$ cat config.mk
export PLATFORM = sky130hd
export DESIGN_NAME = serial_deser
export DESIGN_NICKNAME = d
export VERILOG_FILES = /design/src/rtl/serial_deser.sv
export SDC_FILE = /design/constraint.sdc
export NUM_CORES = 1
export LEC_CHECK = 0
export BUFFER_PORTS_ARGS = -buffer_cell sky130_fd_sc_hd__buf_2
export CAP_MARGIN = 25
export CORE_ASPECT_RATIO = 1.4
export CORE_UTILIZATION = 40
export CTS_CLUSTER_DIAMETER = 40
export DETAILED_ROUTE_END_ITERATION = 16
export SLEW_MARGIN = 40
export SYNTH_ARGS = -nofsm -noshare
export SYNTH_HDL_FRONTEND = slang
export SYNTH_SLANG_ARGS = --single-unit
$ cat constraint.sdc
create_clock -name clk_i -period 2.72 [get_ports clk_i]
set_input_delay 0.544 -clock clk_i [delete_from_list [all_inputs] [get_ports clk_i]]
set_output_delay 0.544 -clock clk_i [all_outputs]
set_load 0.01 [all_outputs]
$ cat src/rtl/serial_deser.sv
// Serial-to-parallel deserializer with framing, selectable bit order and a one-word output buffer.
// Optional even-parity bit per word when SERIAL_DESER_PARITY_EN is defined.
module serial_deser #(
  parameter int unsigned WIDTH = 8
) (
  input  logic             clk_i,
  input  logic             rst_ni,
  input  logic             serial_i,
  input  logic             bit_valid_i,
  input  logic             frame_i,
  input  logic             dir_i,
  output logic [WIDTH-1:0] data_o,
  output logic             valid_o,
  input  logic             ready_i,
  output logic             busy_o,
  output logic             frame_err_o,
  output logic             overrun_o,
  input  logic             clr_i,
  output logic             parity_err_o
);

  localparam int unsigned CNT_W = $clog2(WIDTH);
  localparam logic [CNT_W-1:0] LAST = CNT_W'(WIDTH - 1);

`ifdef SERIAL_DESER_PARITY_EN
  typedef enum logic [1:0] {IDLE = 2'd0, SHIFT = 2'd1, PARITY = 2'd2} state_t;
`else
  typedef enum logic [1:0] {IDLE = 2'd0, SHIFT = 2'd1} state_t;
`endif

  state_t           state_q, state_d;
  logic [CNT_W-1:0] cnt_q;
  logic [WIDTH-1:0] shreg_q;
  logic             dir_q;

  logic             start, abort, shift_en, done, dir_sel;
  logic [WIDTH-1:0] sh_base, sh_next, word;

  always_ff @(posedge clk_i or negedge rst_ni) begin
    if (!rst_ni) state_q <= IDLE;
    else         state_q <= state_d;
  end

  // A framed bit always (re)starts a word; the last data or parity bit returns to IDLE.
  always_comb begin
    state_d = state_q;
    if (bit_valid_i) begin
      if (frame_i) begin
        state_d = SHIFT;
      end else if (state_q == SHIFT && cnt_q == LAST) begin
`ifdef SERIAL_DESER_PARITY_EN
        state_d = PARITY;
`else
        state_d = IDLE;
`endif
`ifdef SERIAL_DESER_PARITY_EN
      end else if (state_q == PARITY) begin
        state_d = IDLE;
`endif
      end
    end
  end

  always_comb begin
    busy_o   = 1'b0;
    start    = 1'b0;
    abort    = 1'b0;
    shift_en = 1'b0;
    done     = 1'b0;
    busy_o   = (state_q != IDLE);
    if (bit_valid_i) begin
      start    = frame_i;
      abort    = frame_i && (state_q != IDLE);
      shift_en = !frame_i && (state_q == SHIFT);
`ifdef SERIAL_DESER_PARITY_EN
      done     = !frame_i && (state_q == PARITY);
`else
      done     = !frame_i && (state_q == SHIFT) && (cnt_q == LAST);
`endif
    end
  end

  // A new word starts from a clean register so stale bits never leak into it.
  always_comb begin
    dir_sel = start ? dir_i : dir_q;
    sh_base = start ? '0 : shreg_q;
    sh_next = dir_sel ? {serial_i, sh_base[WIDTH-1:1]} : {sh_base[WIDTH-2:0], serial_i};
`ifdef SERIAL_DESER_PARITY_EN
    word    = shreg_q;
`else
    word    = sh_next;
`endif
  end

  always_ff @(posedge clk_i or negedge rst_ni) begin
    if (!rst_ni) begin
      cnt_q   <= '0;
      shreg_q <= '0;
      dir_q   <= 1'b0;
    end else if (start) begin
      cnt_q   <= CNT_W'(1);
      shreg_q <= sh_next;
      dir_q   <= dir_i;
    end else if (shift_en) begin
      cnt_q   <= (cnt_q == LAST) ? '0 : cnt_q + CNT_W'(1);
      shreg_q <= sh_next;
    end
  end

  // Output buffer: a completed word is dropped only when the buffer is full and not draining.
  always_ff @(posedge clk_i or negedge rst_ni) begin
    if (!rst_ni) begin
      data_o      <= '0;
      valid_o     <= 1'b0;
      frame_err_o <= 1'b0;
      overrun_o   <= 1'b0;
    end else begin
      frame_err_o <= abort;
      if (done && (!valid_o || ready_i)) begin
        data_o  <= word;
        valid_o <= 1'b1;
      end else if (valid_o && ready_i) begin
        valid_o <= 1'b0;
      end
      if (clr_i)                             overrun_o <= 1'b0;
      else if (done && valid_o && !ready_i) overrun_o <= 1'b1;
    end
  end

`ifdef SERIAL_DESER_PARITY_EN
  always_ff @(posedge clk_i or negedge rst_ni) begin
    if (!rst_ni)                          parity_err_o <= 1'b0;
    else if (done && (!valid_o || ready_i)) parity_err_o <= (^shreg_q) ^ serial_i;
  end
`else
  assign parity_err_o = 1'b0;
`endif

endmodule

# After elaboration in Yosys (flattened, before gate mapping)
# Cells that the tools add are included.
totals:
  output_inout_bits: 13
  reg_bits: 25
  wordCells: 47
  inputBits: 8
classes:
  eq_ne: 2
  n_mux: 18
  reduce_logical: 18
  n_addsub: 1
op_table:
  columns: ["operator", "n"]
  rows:
  - ["$mux W8", 4]
  - ["$reduce_bool A2 Y1", 5]
  - ["$mux W1", 9]
  - ["$mux W3", 3]
  - ["$logic_and A1 B1 Y1", 8]
  - ["$mux W2", 2]
  - ["$add A3 B1 Y3 const B", 1]
  - ["$eq A3 B3 Y1 const B", 1]
  - ["$logic_not A1 Y1", 3]
  - ["$eq A2 B1 Y1 const B", 1]
  - ["$reduce_and A2 Y1", 1]
  - ["$logic_or A1 B1 Y1", 1]

# Longest topological paths before layout
# Gate-level depths: netlist (run 1).
depth:
  depth_word: 8
  mapped_depth: 6
  mapped_depth_nobuf: 5

# Worst setup path before layout (run 1)
# No wires, ideal clock.
synth_path:
  path_kind: "reg2reg"
  from: "reg cnt_q[0]"
  to: "reg data_o[5]"
  path_buffers: 1
  path_stages_with_launch: 6
  synth_period_minus_slack_ns: 1.398
  arrival_ns: 1.294
  required_time_ns: 2.617
  setup_slack_ns: 1.322
  setup_time_ns: 0.103
  cell_sequence: "dfrtp_1 ha_1 ha_1 nand4b_4 buf_6 o41ai_2"
synth_via:
  elab_chain_cells: 4
synth_lines:
  columns: ["item", "line_no", "source"]
  rows:
  - ["from (decl)", "32", "logic [CNT_W-1:0] cnt_q;"]
  - ["from (signal assigned)", "105", "cnt_q <= (cnt_q == LAST) ? '0 : cnt_q + CNT_W'(1);"]
  - ["$eq A3 B3 Y1", "78", "done = !frame_i && (state_q == SHIFT) && (cnt_q == LAST);"]
  - ["$logic_and A1 B1 Y1", "78", null]
  - ["$mux W1", "71", "if (bit_valid_i) begin"]
  - ["$logic_and A1 B1 Y1", "119", "if (done && (!valid_o || ready_i)) begin"]
  - ["to (signal assigned)", "120", "data_o <= word;"]
  - ["to (decl)", "12", "output logic [WIDTH-1:0] data_o,"]
# Every way passes these cells.
# A chain may end at the register's enable or synchronous reset.

# Worst setup path after layout (run 1)
layout_path:
  from: "reg state_q[0]"
  to: "out busy_o"
layout_via:
  elab_chain_cells: 1
layout_lines:
  columns: ["item", "line_no", "source"]
  rows:
  - ["from (decl)", "31", "state_t state_q, state_d;"]
  - ["from (signal assigned)", "41", "else state_q <= state_d;"]
  - ["$reduce_bool A2 Y1", "70", "busy_o = (state_q != IDLE);"]
  - ["to (decl)", "15", "output logic busy_o,"]
# Every way passes these cells.

==> results of run 1 <==
-- synthesized netlist by cell type, drive strengths merged --
library cell   n
buf            8
and2b          1
and2           1
conb           1
and4           1
nor3b          1
dfrtp         24
o21a           3
o211ai         1
nor2           4
o31ai          6
ha             2
a21o           1
mux2i          6
inv            3
and4b          1
nand4b         1
a31oi          5
o22ai          2
nand3          5
o41ai          6
a21oi          3
and3           1
nand2b         1
o21ai          9
clkbuf         1
nand2         12
-- metrics by stage --
step,instance area (um2),setup WS (ps),instances
floorplan,1180,1320,110
global placement,1260,990,157
detailed placement,1260,941,157
CTS,1320,1110,161
global route,1320,1020,161
finish,1320,1120,161
-- cell families after synthesis --
group | after synthesis | synth area share
buffers and inverters | 12 | 0.0593
other | 1 | 0.00317
AO/OA/AOI/OAI | 36 | 0.221
adder cells (fa/ha/maj) | 2 | 0.0212
multiplexers | 6 | 0.0508
flip-flops | 24 | 0.508
AND/OR/NAND/NOR | 29 | 0.137
-- flip-flops by register name, indices dropped and copies added, names as in the netlist --
register and flops:
data_o 8, cnt_q 3, overrun_o 1, frame_err_o 1, state_q 1, valid_o 1, shreg_q 8, dir_q 1
-- layout make-up --
class | count | area share
sequential | 24 | 0.455
multi-input combinational | 74 | 0.388
timing repair buffer | 19 | 0.0720
clock buffer | 4 | 0.0417
tap | 37 | 0.0351
inverter | 3 | 0.00853
-- how the worst min path moves through the flow --
stage                          from    endpoint  slack, ps  cells past startpoint
final                        rst_ni  shreg_q[5]        260                      1
after global routing         rst_ni  shreg_q[5]        300                      1
after detailed placement  data_o[1]   data_o[1]        480                      2
after global placement    data_o[2]   data_o[2]        480                      2
after floorplan              rst_ni    cnt_q[0]        250                      0
after CTS                    rst_ni  shreg_q[5]        270                      1
-- per-layer routing --
layer,track usage,part of all wire
met5,0,0
met4,0.0417,0.0044
met3,0.0328,0.023
met2,0.264,0.53
met1,0.226,0.45
-- worst register-to-register path, stage by stage (launching register included) --
cell and delay [ps]:
dfrtp_1 390, ha_1 160, ha_1 250, nand4b_4 250
o41ai_1 410
-- power breakdown --
part           switching, mW  leakage (nW)  internal (mW)
logic                 0.0942         0.307         0.0740
registers             0.0417         0.314          0.407
clock network          0.109        0.0288          0.129
==> results.json, run 1 <==
{
  "tns_ps": 0,
  "critPathBufInv": 1,
  "antenna_found_initial": 0,
  "multi_input_area_um2": 512,
  "cts_buffers": 3,
  "avgViaCountPerCell": 5.51,
  "cap_violations": 0,
  "syn_inst": 110,
  "crit_fanout": 13,
  "row_count": 23,
  "cts.sinks": 24,
  "endpoint": "busy_o",
  "min_period_ps": 1600,
  "syn-cell-area_um2": 1180,
  "maxSlewViolCount": 0,
  "route.detailed.drc": 2,
  "total_power_mw": 0.855,
  "post_cts_buffers": 0,
  "dr.pass1.iters": 10,
  "seq_area_um2": 601,
  "rsz0062_at_grt": "false",
  "yosysWarnings": 0,
  "rr_startpoint": "cnt_q[0]",
  "crit_path_start_kind": "register",
  "cp.required_ps": 2180,
  "dieArea_um2": 3180,
  "grt_pass1_vias": 839,
  "skew_ps": 1.12,
  "syn-num-nets": 120,
  "synth.area.top_cells": "dfrtp_1 (51%), mux2i_1 (5.1%), o41ai_2 (4.1%), nand2_1 (3.8%), o31ai_1 (3.8%)",
  "boundaryPins": 21,
  "ys_seq_elements": 24,
  "final_common_cell": "dfrtp_1",
  "critPathTopFamily": "flip-flops",
  "clock_latency_ps": 260,
  "dp_hpwl_um": 1680,
  "hold_ws_ps": 257,
  "drive_gt1_frac": 0.218,
  "antenna_cells": 0,
  "peakVddDrop_mv": 0.282,
  "port_buffers": 19,
  "die_y_um": 66.3,
  "crit_chain": "buf_2",
  "drt_iter0_drc": 30,
  "grtUsageTotal": 0.166,
  "total_leakage_power_nw": 0.650,
  "synth.distinct_cells": 31,
  "grt_max_degree": 25,
  "cts-root-buf": "clkbuf_8",
  "hold_buffers": 0,
  "cts_tree": "done",
  "setup_viol": 0,
  "area_delta_synth_final_pct": 11.6,
  "wire_per_inst_um": 14.2,
  "routabilityCongestion": 0.786,
  "relSlewSlack": 0.512,
  "layout.cells.most_common_list": "dfrtp_1 (24), buf_2 (19), nand2_1 (12), o21ai_1 (7)",
  "post_cts_resized": 0,
  "drt-total-wl_um": 2290,
  "nFillCells": 268,
  "synth_top_area_cell": "dfrtp_1",
  "rr_endpoint": "data_o[2]",
  "crit_start": "state_q[0]",
  "power_density_nw_per_um2": 648,
  "start_util": 0.415,
  "fin_nets": 135,
  "ctsHtreeMaxLevel": 1,
  "core-area_um2": 2850,
  "clock.fmax_ghz": 0.626,
  "die_w_um": 48.0,
  "status": "finished, violations left",
  "timing.final.crit_share": 0.587,
  "overflow": 0,
  "hold_viol_final": 0,
  "violations": "design-rule violations",
  "reg2regPathDepth": 4,
  "min_path_type": "input pin to async pin",
  "avgSynthCellArea_um2": 10.7,
  "clkTransAtPathRegs_ps": 80,
  "grt_pass1_wl_um": 3750,
  "post-route-util": 0.463,
  "crit_cells": 1,
  "tightest_slew_ps": 727,
  "clk_path_buf_depth": 2,
  "crit_type": "register to output port",
  "endpoint_kind": "output port",
  "vias": 887,
  "critPathMaxStageDelay_ps": 580,
  "postRouteAntennaNets": 0,
  "critPathArrivalTime_ps": 1050,
  "reg2reg_slack_ps": 1150,
  "slowest_stage": "dfrtp_1",
  "synth-seq-area-share": 0.508,
  "netlist.area_leader.share": 0.508
}
(Power assumes the default switching activity.)
==> run 2, diff against run 1 <==
Clock period 2.72 ns to 1.3 ns, I/O delays scaled along.
==> run 2 against run 1 <==
Effect of this change:
- the run ends with negative setup slack left
- critical path depth grew 3
- global-route usage grew 1.8 points
- hold slack lost 130 ps
- die area is the same
- non-clock buffer count grew 20
- final cell count grew 13%
- count of clock-buffer cells in the layout shrank 1
- total power grew 150%
- via count grew 10%
- worst setup slack lost 1200 ps
- core utilization grew 9.0 points
- combinational power grew to 3.0 times the previous value
- critical endpoint is now data_o[5]
==> results.json, run 2 (same netlist as run 1, synthesis figures left out) <==
{
  "setup_ws_ps": -114,
  "clock.fmax_ghz": 0.707,
  "pwr-share-comb": 0.240,
  "final_common_cell": "dfrtp_1",
  "maxSlewViolCount": 0,
  "dieArea_um2": 3180,
  "route.detailed.drc": 0,
  "total_leakage_power_nw": 0.756,
  "routabilityCongestion": 0.778,
  "cts-root-buf": "clkbuf_8",
  "crit_fanout": 7,
  "place_ws_ps": -193,
  "clk_path_buf_depth": 2,
  "endpoint_kind": "register",
  "cts_tree": "done",
  "crit_chain": "ha_2 > ha_4 > nand4b_4 > o41ai_2",
  "status": "finished, violations left",
  "cp.required_ps": 1470,
  "ctsHtreeMaxLevel": 1,
  "drt-total-wl_um": 2820,
  "die_y_um": 66.3,
  "crit_type": "register to register",
  "rsz0062_at_grt": "true",
  "dp.cells": 171,
  "critPathMaxStageDelay_ps": 380,
  "worstHoldStart": "clr_i",
  "min_path_type": "input pin to register",
  "min_delay_worst_endpoint": "overrun_o",
  "power_density_nw_per_um2": 1330,
  "grtUsageTotal": 0.184,
  "drt_iter0_drc": 20,
  "slowest_stage": "dfrtp_1",
  "top_regs": "data_o x8, shreg_q x8, cnt_q x3",
  "overflow": 0,
  "clkTransAtPathRegs_ps": 90,
  "dp_hpwl_um": 1960,
  "critPathArrivalTime_ps": 1580,
  "cap_violations": 0,
  "layout.cells.most_common_list": "dfrtp_1 (23), buf_2 (19), buf_4 (19), nand2_1 (12)",
  "antenna_cells": 0,
  "boundaryPins": 21,
  "reg2reg_slack_ps": -110,
  "die_w_um": 48.0,
  "row_count": 23,
  "clock_latency_ps": 270,
  "fin_nets": 156,
  "sw_frac_of_total": 0.281,
  "drive_gt1_frac": 0.414,
  "power.internal_mw": 1.51,
  "min_delay_path_depth": 2,
  "tightest_slew_ps": 611,
  "postRouteAntennaNets": 0,
  "area_delta_synth_final_pct": 33.2,
  "port_buffers": 19,
  "seq_power_share": 0.445,
  "antenna_found_initial": 0,
  "rr_startpoint": "cnt_q[1]",
  "peakVddDrop_mv": 0.906,
  "crit_path_start_kind": "register",
  "relSlewSlack": 0.592,
  "netSwitchingPower_mw": 0.589,
  "grt_pass1_wl_um": 4160,
  "avgViaCountPerCell": 5.36,
  "cts.sinks": 24,
  "rr_endpoint": "data_o[5]",
  "final_cells": 182,
  "dr.pass1.iters": 4,
  "wire_per_inst_um": 15.5,
  "total_power_mw": 2.10,
  "start_util": 0.415,
  "hold_viol_final": 0,
  "grt_max_degree": 25,
  "timing.final.crit_share": 1.09,
  "core-area_um2": 2850,
  "violations": "negative setup slack",
  "grt_pass1_vias": 944,
  "min_period_ps": 1410,
  "reg2regPathDepth": 4,
  "setup_viol": 10,
  "skew_ps": 10.1,
  "tns_ps": -648,
  "vias": 976,
  "cts_buffers": 3,
  "power_frac_clock": 0.315
}
## run 2: changes by cell type in the layout (fill, tap and decap cells not counted), sizes merged
cell,before,now
dlygate4sd3,0,1
clkbuf,4,3
bufinv,0,1
buf,19,38
nand4b,1,2
## run 2: through the flow
stage,util,instance area (um2),hold WS (ps)
3_5_place_dp,0.486,1390,278
5_1_grt,0.553,1580,126
6_report,0.553,1580,128
4_1_cts,0.541,1540,127
2_1_floorplan,-,1200,-35.6
3_3_place_gp,0.486,1390,268
## run 2: how the worst max path moves through the flow
stage | start | endpoint | slack (ps) | depth (start not counted)
2_1_floorplan | cnt_q[0] | data_o[5] | -50 | 5
3_5_place_dp | cnt_q[1] | data_o[1] | -190 | 4
4_1_cts | cnt_q[1] | data_o[5] | -80 | 4
5_1_grt | cnt_q[0] | data_o[5] | -150 | 4
3_3_place_gp | cnt_q[1] | data_o[3] | -60 | 4
6_report | cnt_q[1] | data_o[5] | -110 | 4
## run 2: worst max-delay path: cells and delay by family (launching register included)
kind                     cells  cell delay (ps)
adder cells (fa/ha/maj)      2              390
flip-flops                   1              380
AND/OR/NAND/NOR              1              180
AO/OA/AOI/OAI                1              370
## run 2: cell type report
class / count / area [um2]
clock buffer: 3 / 41.3
clock inverter: 1 / 30.0
fill: 236 / 1270
inverter: 3 / 11.3
multi-input combinational: 75 / 597
sequential: 24 / 602
tap: 37 / 46.3
timing repair buffer: 39 / 248
## run 2: timing repair
item	in CTS	in global routing
setup buffers	1	4
hold buffers	1	0
setup endpoints to repair	10	11
gates resized for setup	10	3
pin swaps	6	5
hold endpoints to repair	24	0
cloned	1	0
## run 2: power by group through the flow
stage	Sequential, mW	Clock (mW)	Combinational, mW
after floorplan	0.945	0	0.256
after global placement	0.937	0	0.429
after detailed placement	0.942	0	0.440
after CTS	0.931	0.661	0.478
after global routing	0.945	0.688	0.563
final	0.933	0.660	0.504
## run 2: metal layers
metal	up-vias	GRT usage	share of wire
met5	-	0	0
met4	0	0.0417	0.0046
met2	16	0.323	0.56
li1	476	-	-
met3	2	0.0301	0.020
met1	482	0.225	0.41
